$ cat config.mk
export PLATFORM = sky130hd
export DESIGN_NAME = hazard_controller
export DESIGN_NICKNAME = d
export VERILOG_FILES = /design/src/rtl/hazard_pkg.sv /design/src/rtl/hazard_detect.sv /design/src/rtl/hazard_controller.sv
export SDC_FILE = /design/constraint.sdc
export NUM_CORES = 1
export LEC_CHECK = 0
export BUFFER_PORTS_ARGS = -buffer_cell sky130_fd_sc_hd__buf_2
export CORE_MARGIN = 2
export CORE_UTILIZATION = 41
export DETAILED_ROUTE_END_ITERATION = 8
export PLACE_DENSITY = 0.72
export SYNTH_ARGS = -nofsm -noshare
export SYNTH_HDL_FRONTEND = slang
export SYNTH_SLANG_ARGS = --single-unit
$ cat constraint.sdc
create_clock -name clk -period 7.3 [get_ports clk]
set_clock_uncertainty 0.1 [all_clocks]
set_input_delay 1.46 -clock clk [delete_from_list [all_inputs] [get_ports clk]]
set_output_delay 1.46 -clock clk [all_outputs]
set_load 0.005 [all_outputs]
$ cat src/rtl/hazard_pkg.sv
// Shared types and constants for the pipeline hazard controller.
package hazard_pkg;

    // Register-number width of the architectural register file.
    localparam int REG_W = 5;

    // Default number of stall cycles charged to one mult/div op in EX.
    localparam int MD_CYCLES_DEF = 8;

    typedef enum logic {
        RUN     = 1'b0,
        MD_BUSY = 1'b1
    } state_e;

    // A consumer depends on a producer when the register fields match,
    // the register is not $0, and the consumer actually reads that source.
    function automatic logic reg_match(
        input logic [REG_W-1:0] src,
        input logic [REG_W-1:0] dst,
        input logic             uses
    );
        return uses && (src == dst) && (src != '0);
    endfunction

endpackage

$ cat src/rtl/hazard_detect.sv
// Combinational data-hazard detector: flags dependencies that forwarding
// cannot cover (load-use and branch-in-ID operand hazards).
module hazard_detect
    import hazard_pkg::*;
(
    input  logic [REG_W-1:0] Rs_ID,
    input  logic [REG_W-1:0] Rt_ID,
    input  logic             uses_rs,
    input  logic             uses_rt,
    input  logic             is_branch_ID,
    input  logic [REG_W-1:0] Address_ID_EX,
    input  logic             RegWrite_ID_EX,
    input  logic             MemRead_ID_EX,
    input  logic [REG_W-1:0] Address_EX_MEM,
    input  logic             RegWrite_EX_MEM,
    input  logic             MemRead_EX_MEM,
    output logic             data_stall
);

    logic rs_id_ex;
    logic rt_id_ex;
    logic rs_ex_mem;
    logic rt_ex_mem;
    logic load_use;
    logic br_alu_id_ex;
    logic br_load_ex_mem;
    logic br_rt_alu_ex_mem;

    // Match each ID source against the ID/EX and EX/MEM destinations and
    // combine into the stall conditions. ID-stage forwarding gives Rs from
    // EX/MEM but Rt only from MEM/WB, hence the Rt-only EX/MEM ALU case.
    always_comb begin
        rs_id_ex         = reg_match(Rs_ID, Address_ID_EX, uses_rs);
        rt_id_ex         = reg_match(Rt_ID, Address_ID_EX, uses_rt);
        rs_ex_mem        = reg_match(Rs_ID, Address_EX_MEM, uses_rs);
        rt_ex_mem        = reg_match(Rt_ID, Address_EX_MEM, uses_rt);

        load_use         = MemRead_ID_EX && (rs_id_ex || rt_id_ex);
        br_alu_id_ex     = is_branch_ID && RegWrite_ID_EX && (rs_id_ex || rt_id_ex);
        br_load_ex_mem   = is_branch_ID && MemRead_EX_MEM && (rs_ex_mem || rt_ex_mem);
        br_rt_alu_ex_mem = is_branch_ID && RegWrite_EX_MEM && rt_ex_mem;

        data_stall = load_use || br_alu_id_ex || br_load_ex_mem || br_rt_alu_ex_mem;
    end

endmodule

$ cat src/rtl/hazard_controller.sv
// Pipeline sequencing unit: drives PC / pipeline-register write enables and
// flushes for data hazards, redirects, mult/div occupancy and exceptions,
// and keeps a saturating stall-cycle counter.
module hazard_controller
    import hazard_pkg::*;
#(
    parameter int MD_CYCLES = MD_CYCLES_DEF,
    parameter int CNT_W     = 32
) (
    input  logic             clk,
    input  logic             reset,
    input  logic [REG_W-1:0] Rs_ID,
    input  logic [REG_W-1:0] Rt_ID,
    input  logic             uses_rs,
    input  logic             uses_rt,
    input  logic             is_branch_ID,
    input  logic             branch_taken,
    input  logic             jump_ID,
    input  logic [REG_W-1:0] Address_ID_EX,
    input  logic             RegWrite_ID_EX,
    input  logic             MemRead_ID_EX,
    input  logic [REG_W-1:0] Address_EX_MEM,
    input  logic             RegWrite_EX_MEM,
    input  logic             MemRead_EX_MEM,
    input  logic             md_start,
    input  logic             exc_req,
    output logic             PC_Write,
    output logic             IF_ID_Write,
    output logic             ID_EX_Write,
    output logic             IF_ID_Flush,
    output logic             ID_EX_Flush,
    output logic             EX_MEM_Flush,
    output logic             exc_pc_sel,
    output logic             md_done,
    output logic [CNT_W-1:0] stall_count
);

    localparam int MD_W = (MD_CYCLES > 1) ? $clog2(MD_CYCLES) : 1;
    localparam logic [MD_W-1:0] MD_LOAD = MD_W'(MD_CYCLES - 1);

    state_e           state_q, state_d;
    logic [MD_W-1:0]  md_cnt_q, md_cnt_d;
    logic [CNT_W-1:0] stall_count_q, stall_count_d;
    logic             data_stall;
    logic             md_hold;

    hazard_detect u_detect (
        .Rs_ID           (Rs_ID),
        .Rt_ID           (Rt_ID),
        .uses_rs         (uses_rs),
        .uses_rt         (uses_rt),
        .is_branch_ID    (is_branch_ID),
        .Address_ID_EX   (Address_ID_EX),
        .RegWrite_ID_EX  (RegWrite_ID_EX),
        .MemRead_ID_EX   (MemRead_ID_EX),
        .Address_EX_MEM  (Address_EX_MEM),
        .RegWrite_EX_MEM (RegWrite_EX_MEM),
        .MemRead_EX_MEM  (MemRead_EX_MEM),
        .data_stall      (data_stall)
    );

    // State, mult/div countdown and stall counter registers.
    always_ff @(posedge clk or posedge reset) begin
        if (reset) begin
            state_q       <= RUN;
            md_cnt_q      <= '0;
            stall_count_q <= '0;
        end else begin
            state_q       <= state_d;
            md_cnt_q      <= md_cnt_d;
            stall_count_q <= stall_count_d;
        end
    end

    // Next-state: exception aborts everything; otherwise mult/div sequencing.
    always_comb begin
        state_d  = state_q;
        md_cnt_d = md_cnt_q;
        if (exc_req) begin
            state_d  = RUN;
            md_cnt_d = '0;
        end else if (state_q == RUN) begin
            if (md_start) begin
                state_d  = MD_BUSY;
                md_cnt_d = MD_LOAD;
            end
        end else if (md_cnt_q != '0) begin
            md_cnt_d = md_cnt_q - MD_W'(1);
        end else begin
            state_d = RUN;
        end
    end

    // Mult/div occupancy hold: the issue cycle plus every busy cycle but the last.
    always_comb begin
        md_hold = (state_q == RUN) ? md_start : (md_cnt_q != '0);
    end

    // Output priority mux: exception > mult/div > data stall > redirect.
    always_comb begin
        PC_Write     = 1'b1;
        IF_ID_Write  = 1'b1;
        ID_EX_Write  = 1'b1;
        IF_ID_Flush  = 1'b0;
        ID_EX_Flush  = 1'b0;
        EX_MEM_Flush = 1'b0;
        exc_pc_sel   = 1'b0;
        md_done      = 1'b0;
        if (reset) begin
            PC_Write    = 1'b0;
            IF_ID_Write = 1'b0;
            ID_EX_Write = 1'b0;
        end else if (exc_req) begin
            IF_ID_Flush  = 1'b1;
            ID_EX_Flush  = 1'b1;
            EX_MEM_Flush = 1'b1;
            exc_pc_sel   = 1'b1;
        end else if (md_hold) begin
            PC_Write     = 1'b0;
            IF_ID_Write  = 1'b0;
            ID_EX_Write  = 1'b0;
            EX_MEM_Flush = 1'b1;
        end else if (state_q == MD_BUSY) begin
            md_done = 1'b1;
        end else if (data_stall) begin
            PC_Write    = 1'b0;
            IF_ID_Write = 1'b0;
            ID_EX_Flush = 1'b1;
        end else if (branch_taken || jump_ID) begin
            IF_ID_Flush = 1'b1;
        end
    end

    // Saturating count of cycles in which the PC was held.
    always_comb begin
        stall_count_d = stall_count_q;
        if (!PC_Write && !(&stall_count_q)) begin
            stall_count_d = stall_count_q + CNT_W'(1);
        end
    end

    assign stall_count = stall_count_q;

endmodule

==> out/summary.txt, run 1 <==
DR pass1 iterations = 4
IO Count = 73
switch share = 31.4%
sequential share of the synthesized area = 41.1%
Max Clock Freq = 213 MHz
nets@finish = 329
P_int = 0.343 mW
Slew @ Worst Pin = 0.613 ns
library cells used by synthesis = 42
Syn Area/Cell = 9.96 µm²
Clk Latency, worst-skew pair = 0.28 ns
vias per cell = 5.11
Crit path required time = 5.74 ns
drt total wl = 4.77 mm
global-route wire length before repair = 8.30 mm
clk sink count = 36
crit-path cells = buf_2 > or4_1 > o21ai_1 > nor3_1 > a211o_4 > inv_1 > buf_2
Area after DPL = 2590 µm²
Min Hold Slack = 0.386 ns
fill cell count = 513
Setup crit end kind = output pin
sw power = 0.157 mW
Rel. slew slack = 58.8%
top cell type's share of synthesized area = 41.1%
Global Route Usage Sum = 17.3%
Die H = 77.1 µm
P per Cell Area = 187 nW/µm²
via count = 1,856
H-Tree Depth = 2
gate count of the mapped netlist = 220
Worst setup SP type = primary input
CP peak stage delay = 0.55 ns
largest net degree at the start of global routing = 38
Hold Crit Depth = 1
ratio of cells with drive above 1 in the final layout = 30.4%
Tot Pwr = 0.500 mW
Hold-fix buffers, CTS = 0
CTS root buf = clkbuf_8
Crit Path Max Fanout = 32
Yosys warning total = 0
worst vdd ir = 0.112 mV
ranking of synthesized cells by area = dfrtp_1 41%, xnor2_1 15%, xor2_1 5.6%, nand3_1 3.9%, nand4_1 3.4%
Initial Util = 42.6%
ANT cells = 0
post-route cell area = 2670 µm²
area leader, netlist = dfrtp_1
Final setup viols = 0
cell area after synthesis = 2190 µm²
flop2flop setup slack = 4.81 ns
Most used DFF post-synth = dfrtp_1
Register-to-Register Path Depth = 9
Setup CP Type = in -> out
Worst Setup SP = Rt_ID[0]
Clk pwr share = 26.4%
synth-to-layout area growth = 21.8%
hold path start = stall_count[27]$_DFFE_PP0P_
Row Count = 26
number of global-route vias before repair = 1,801
DRC viols = 0
Max Cap Viol = 0
count leader, synth = xnor2_1
cts repair resizes = 0
post-route minimum period = 4.69 ns
clock-pin slew on the worst setup and hold paths = 0.07 ns
Die ar. = 5940 µm²
Combinational Power Share = 23.4%
Post-synth top cells = 38 x xnor2_1, 36 x dfrtp_1, 17 x nand2_1, 17 x nand3_1
Routed Antenna Nets = 0
type of the most critical hold path = reg -> reg
Hold EP = stall_count[27]$_DFFE_PP0P_
DR iter-0 viols = 66
#FFs+latches synth = 36
cell repeated most along the worst path = buf_2
status = finished, final reports clean
Async SR Flop Fraction = 100%
Post-synth EDFFs = 0
final period utilization = 64.2%
CTS tree = done
Post-CTS Setup Bufs = 0
r2r endpoint = stall_count[1]$_DFFE_PP0P_
GRT overflow = 0
setup TNS = 0 ns
Post-DP HPWL = 3.73 mm
antenna violations before repair = 0
Post-Syn Nets = 256
Final GP Congestion = 0.950
Longest Clk Path Bufs = 2
RSZ-0062 raised after global routing = false
core area = 5140 µm²
Slew Viols, Final = 0
Lkg Pwr = 1.30 nW
Seq pwr share = 50.2%
reg2reg start = md_cnt_q[0]$_DFFE_PP0P_
Critical Path AT = 3.13 ns
CP max-delay cell = or4_1
drt wl/cell = 13.1 µm
Num CTS Buffers = 5
Die Width = 77.1 µm
final hold vios = 0
Buffers on Ports = 72
-- critical path: cells and delay by family --
kind | cells | cell delay, ns
AOI/OAI and AO/OA | 2 | 0.67
buffers and inverters | 3 | 0.34
and+or+nand+nor | 2 | 0.63
-- layout by cell type (no fill, tap or decap), drive strengths merged, types with 2 or more instances in the layout --
cell and count:
buf 73, xnor2 38, dfrtp 36, nand3 17, nand2 17, nand4 15
xor2 14, nor2 14, nor3 10, inv 9, and3 8, clkbuf 6
nor4 4, ha 3, or4 3, a21oi 2, o21ai 2, and4 2
a311oi 2, or2 2
-- kinds of logic (layout without fill, tap and decap cells) --
| group | after synthesis | in the layout | synth area share [%] |
|---|---|---|---|
| AO/OA/AOI/OAI | 14 | 14 | 5.71 |
| XOR/XNOR | 52 | 52 | 20.8 |
| AND/OR/NAND/NOR | 98 | 98 | 26.1 |
| flip-flops | 36 | 36 | 41.1 |
| multiplexers | 1 | 1 | 0.514 |
| adder cells (fa/ha/maj) | 3 | 3 | 1.71 |
| buffers and inverters | 16 | 89 | 4.05 |
-- power groups by stage --
stage	Sequential (mW)	Clock, mW	Combinational [mW]
floorplan	0.245	0	0.0785
global route	0.254	0.145	0.131
finish	0.251	0.132	0.117
detailed placement	0.255	0	0.118
CTS	0.251	0.138	0.119
global placement	0.254	0	0.115
-- through the flow --
stage / setup WS [ns] / cells / util (%)
after floorplan: 2.85 / 220 / -
after global placement: 2.66 / 356 / 50.4
after detailed placement: 2.62 / 356 / 50.4
after CTS: 2.61 / 363 / 51.9
after global routing: 2.51 / 363 / 51.9
final: 2.61 / 363 / 51.9
-- metal layers --
metal / global-route usage [%] / share of wire [%]
met3: 3.65 / 4.7
met1: 22.3 / 45
met5: 0 / 0
met2: 29.3 / 49
met4: 5.36 / 1.8
-- state kept, by name, summed over array words and instances (netlist names) --
register,cells
md_cnt_q,3
state_q,1
stall_count,32
-- how the worst max path moves through the flow --
stage                       end  slack (ns)  cells after the start
global route           PC_Write        2.51                      7
floorplan              PC_Write        2.85                      7
finish                 PC_Write        2.61                      7
detailed placement     PC_Write        2.62                      7
CTS                    PC_Write        2.61                      7
global placement    IF_ID_Write        2.66                      7
-- layout make-up --
cell class | count | area [µm²] | share of cell area [%]
sequential | 36 | 901 | 33.8
clock buffer | 6 | 72.6 | 2.72
clock inverter | 1 | 5.00 | 0.188
inverter | 9 | 33.8 | 1.27
timing repair buffer | 73 | 368 | 13.8
tap | 70 | 87.6 | 3.28
multi-input combinational | 168 | 1200 | 45.0
No activity file was read; power rests on OpenSTA's default activity.
==> run 2: changes to the inputs <==
==> constraint.sdc (replaced) <==
create_clock -name clk -period 4.85 [get_ports clk]
set_clock_uncertainty 0.1 [all_clocks]
set_input_delay 0.97 -clock clk [delete_from_list [all_inputs] [get_ports clk]]
set_output_delay 0.97 -clock clk [all_outputs]
set_load 0.005 [all_outputs]
==> run 2 against run 1 <==
Sequential cell count unchanged. First-iteration DRC count rose by 32%. Total power rose by 50%. Utilization unchanged. Via count decreased by 0.27%. Wire length up 0.36%. Setup slack got worse by 1.5 ns. Sequential share of layout area stayed put. Largest power group unchanged. Clock power is 49% higher. Critical path type unchanged.
==> out/summary.txt, run 2 (synthesis results as in run 1) <==
status = finished, final reports clean
synth-to-layout area growth = 21.8% (unchanged)
drt wl/cell = 13.2 µm (+0.36%)
post-route cell area = 2670 µm² (unchanged)
clock-pin slew on the worst setup and hold paths = 0.07 ns (about the same)
CP Buf/Inv Count = 3 (unchanged)
via count = 1,851 (-0.27%)
Hold Crit Depth = 1 (unchanged)
Clk Latency, worst-skew pair = 0.28 ns (about the same)
Worst setup SP type = primary input
Routed Antenna Nets = 0 (unchanged)
Buffers on Ports = 72 (unchanged)
DRC viols = 0 (unchanged)
number of flip-flops in the largest register = 32 (unchanged)
area taken by multi-input logic gates = 1200 µm² (unchanged)
Max Clock Freq = 270 MHz
final period utilization = 76.5%
Setup crit end kind = output pin
vias per cell = 5.10 (-0.27%)
largest net degree at the start of global routing = 38 (unchanged)
type of the most critical hold path = reg -> reg
global-route wire length before repair = 8.34 mm (+0.42%)
Critical Path AT = 2.64 ns (-0.49 ns)
number of global-route vias before repair = 1,844 (+2.4%)
drt total wl = 4.79 mm (+0.36%)
clk sink count = 36 (unchanged)
Setup CP Type = in -> out
GRT overflow = 0 (unchanged)
crit-path cells = buf_2 > or4_1 > o21ai_1 > nor3_1 > a211o_4 > inv_1 > buf_2
core area = 5140 µm² (unchanged)
Initial Util = 42.6% (unchanged)
CTS tree = done
sw power = 0.232 mW (+48%)
Final GP Congestion = 0.950 (about the same)
CP peak stage delay = 0.55 ns (about the same)
r2r endpoint = stall_count[1]$_DFFE_PP0P_
antenna violations before repair = 0 (unchanged)
cell family with the largest share of critical-path delay = compound AO/OA/AOI/OAI gates
Register-to-Register Path Depth = 9 (unchanged)
Clk pwr share = 26.3% (about the same)
ratio of cells with drive above 1 in the final layout = 30.4% (unchanged)
post-route minimum period = 3.71 ns
setup TNS = 0 ns (unchanged)
met1 wire length = 2.27 mm (+6.7%)
fill cell count = 511 (-0.39%)
Post-CTS Setup Bufs = 0 (unchanged)
cell repeated most along the worst path = buf_2
reg2reg start = md_cnt_q[0]$_DFFE_PP0P_
Longest Clk Path Bufs = 2 (unchanged)
Hold-fix buffers, CTS = 0 (unchanged)
Crit Path Max Fanout = 32 (unchanged)
Row Count = 26 (unchanged)
Combinational Power Share = 23.3% (about the same)
worst vdd ir = 0.157 mV (+40%)
P_int = 0.516 mW (+50%)
routed wl met3 = 186 µm (-18%)
H-Tree Depth = 2 (unchanged)
Area after DPL = 2590 µm² (unchanged)
Met2 Routed Length = 2.25 mm (-3.5%)
DR iter-0 viols = 87 (+32%)
P per Cell Area = 280 nW/µm² (+50%)
Top Metal Used = met4
hold path start = stall_count[29]$_DFFE_PP0P_
Rel. slew slack = 58.3% (-0.46 points)
Seq pwr share = 50.3% (about the same)
DR pass1 iterations = 4 (unchanged)
most common cell after layout, fill and taps aside = buf_2
Lkg Pwr = 1.30 nW (unchanged)
RSZ-0062 raised after global routing = false
Num CTS Buffers = 5 (unchanged)
IO Count = 73 (unchanged)
Slew Viols, Final = 0 (unchanged)
Die H = 77.1 µm (unchanged)
Crit path required time = 3.78 ns (-1.96 ns)
CP max-delay cell = or4_1
cts repair resizes = 0 (unchanged)
Final setup viols = 0 (unchanged)
ANT cells = 0 (unchanged)
Global Route Usage Sum = 17.2% (-0.12 points)
commonest cells after routing, fill and taps aside = 72 x buf_2, 38 x xnor2_1, 36 x dfrtp_1
Die ar. = 5940 µm² (unchanged)
flop2flop setup slack = 2.36 ns (-2.45 ns)
Die Width = 77.1 µm (unchanged)
Max Cap Viol = 0 (unchanged)
CTS root buf = clkbuf_8
Slew @ Worst Pin = 0.620 ns (+0.00692 ns)
nets@finish = 329 (unchanged)
final hold vios = 0 (unchanged)
FF+latch area = 901 µm² (unchanged)
Post-DP HPWL = 3.69 mm (-1.1%)
Hold EP = stall_count[29]$_DFFE_PP0P_
switch share = 31.0% (-0.34 points)
==> run 2: cell counts in the layout (fill, tap and decap cells not counted) <==
Identical to the previous run, type by type.
==> run 2: area by class of cell <==
type | instances | share of cell area (%)
clock buffer | 6 | 2.72
clock inverter | 1 | 0.188
inverter | 9 | 1.27
multi-input combinational | 168 | 45.0
sequential | 36 | 33.8
tap | 70 | 3.28
timing repair buffer | 73 | 13.8
==> run 2: metal layers <==
metal,vias up,global-route usage [%]
met5,-,0
met4,0,5.71
met3,11,3.76
met2,45,28.4
met1,868,22.5
li1,927,-
==> run 2: per-stage QoR <==
stage / worst slack, ns / total power [mW] / util (%) / std cells / hold slack, ns
after floorplan: 1.38 / 0.487 / - / 220 / 0.364
after global placement: 1.19 / 0.554 / 50.4 / 356 / 0.373
after detailed placement: 1.15 / 0.560 / 50.4 / 356 / 0.380
after CTS: 1.14 / 0.759 / 51.9 / 363 / 0.395
after global routing: 1.04 / 0.797 / 51.9 / 363 / 0.424
final: 1.14 / 0.748 / 51.9 / 363 / 0.392
==> run 2: power groups by stage <==
stage / Clock, mW / Combinational (mW) / Sequential, mW
finish: 0.197 / 0.175 / 0.377
detailed placement: 0 / 0.177 / 0.383
global route: 0.219 / 0.196 / 0.382
global placement: 0 / 0.173 / 0.382
CTS: 0.205 / 0.177 / 0.377
floorplan: 0 / 0.118 / 0.369
==> run 2: worst reg2reg max path, stage by stage (launching register included) <==
cell	delay, ns
dfrtp_1	0.40
inv_1	0.09
ha_1	0.15
nand3b_1	0.13
o21a_1	0.20
nor2b_1	0.16
or2_1	0.23
a211o_4	0.42
nand2_1	0.16
mux2_1	0.34
==> run 2: worst max path at each step <==
stage	end	cells after the start	startpoint	slack, ns
6_report	IF_ID_Write	7	Rt_ID[0]	1.14
5_1_grt	PC_Write	7	Rt_ID[0]	1.04
4_1_cts	PC_Write	7	Rt_ID[0]	1.14
3_5_place_dp	IF_ID_Write	7	Rt_ID[0]	1.15
3_3_place_gp	IF_ID_Write	7	Rt_ID[0]	1.19
2_1_floorplan	PC_Write	7	Rt_ID[0]	1.38
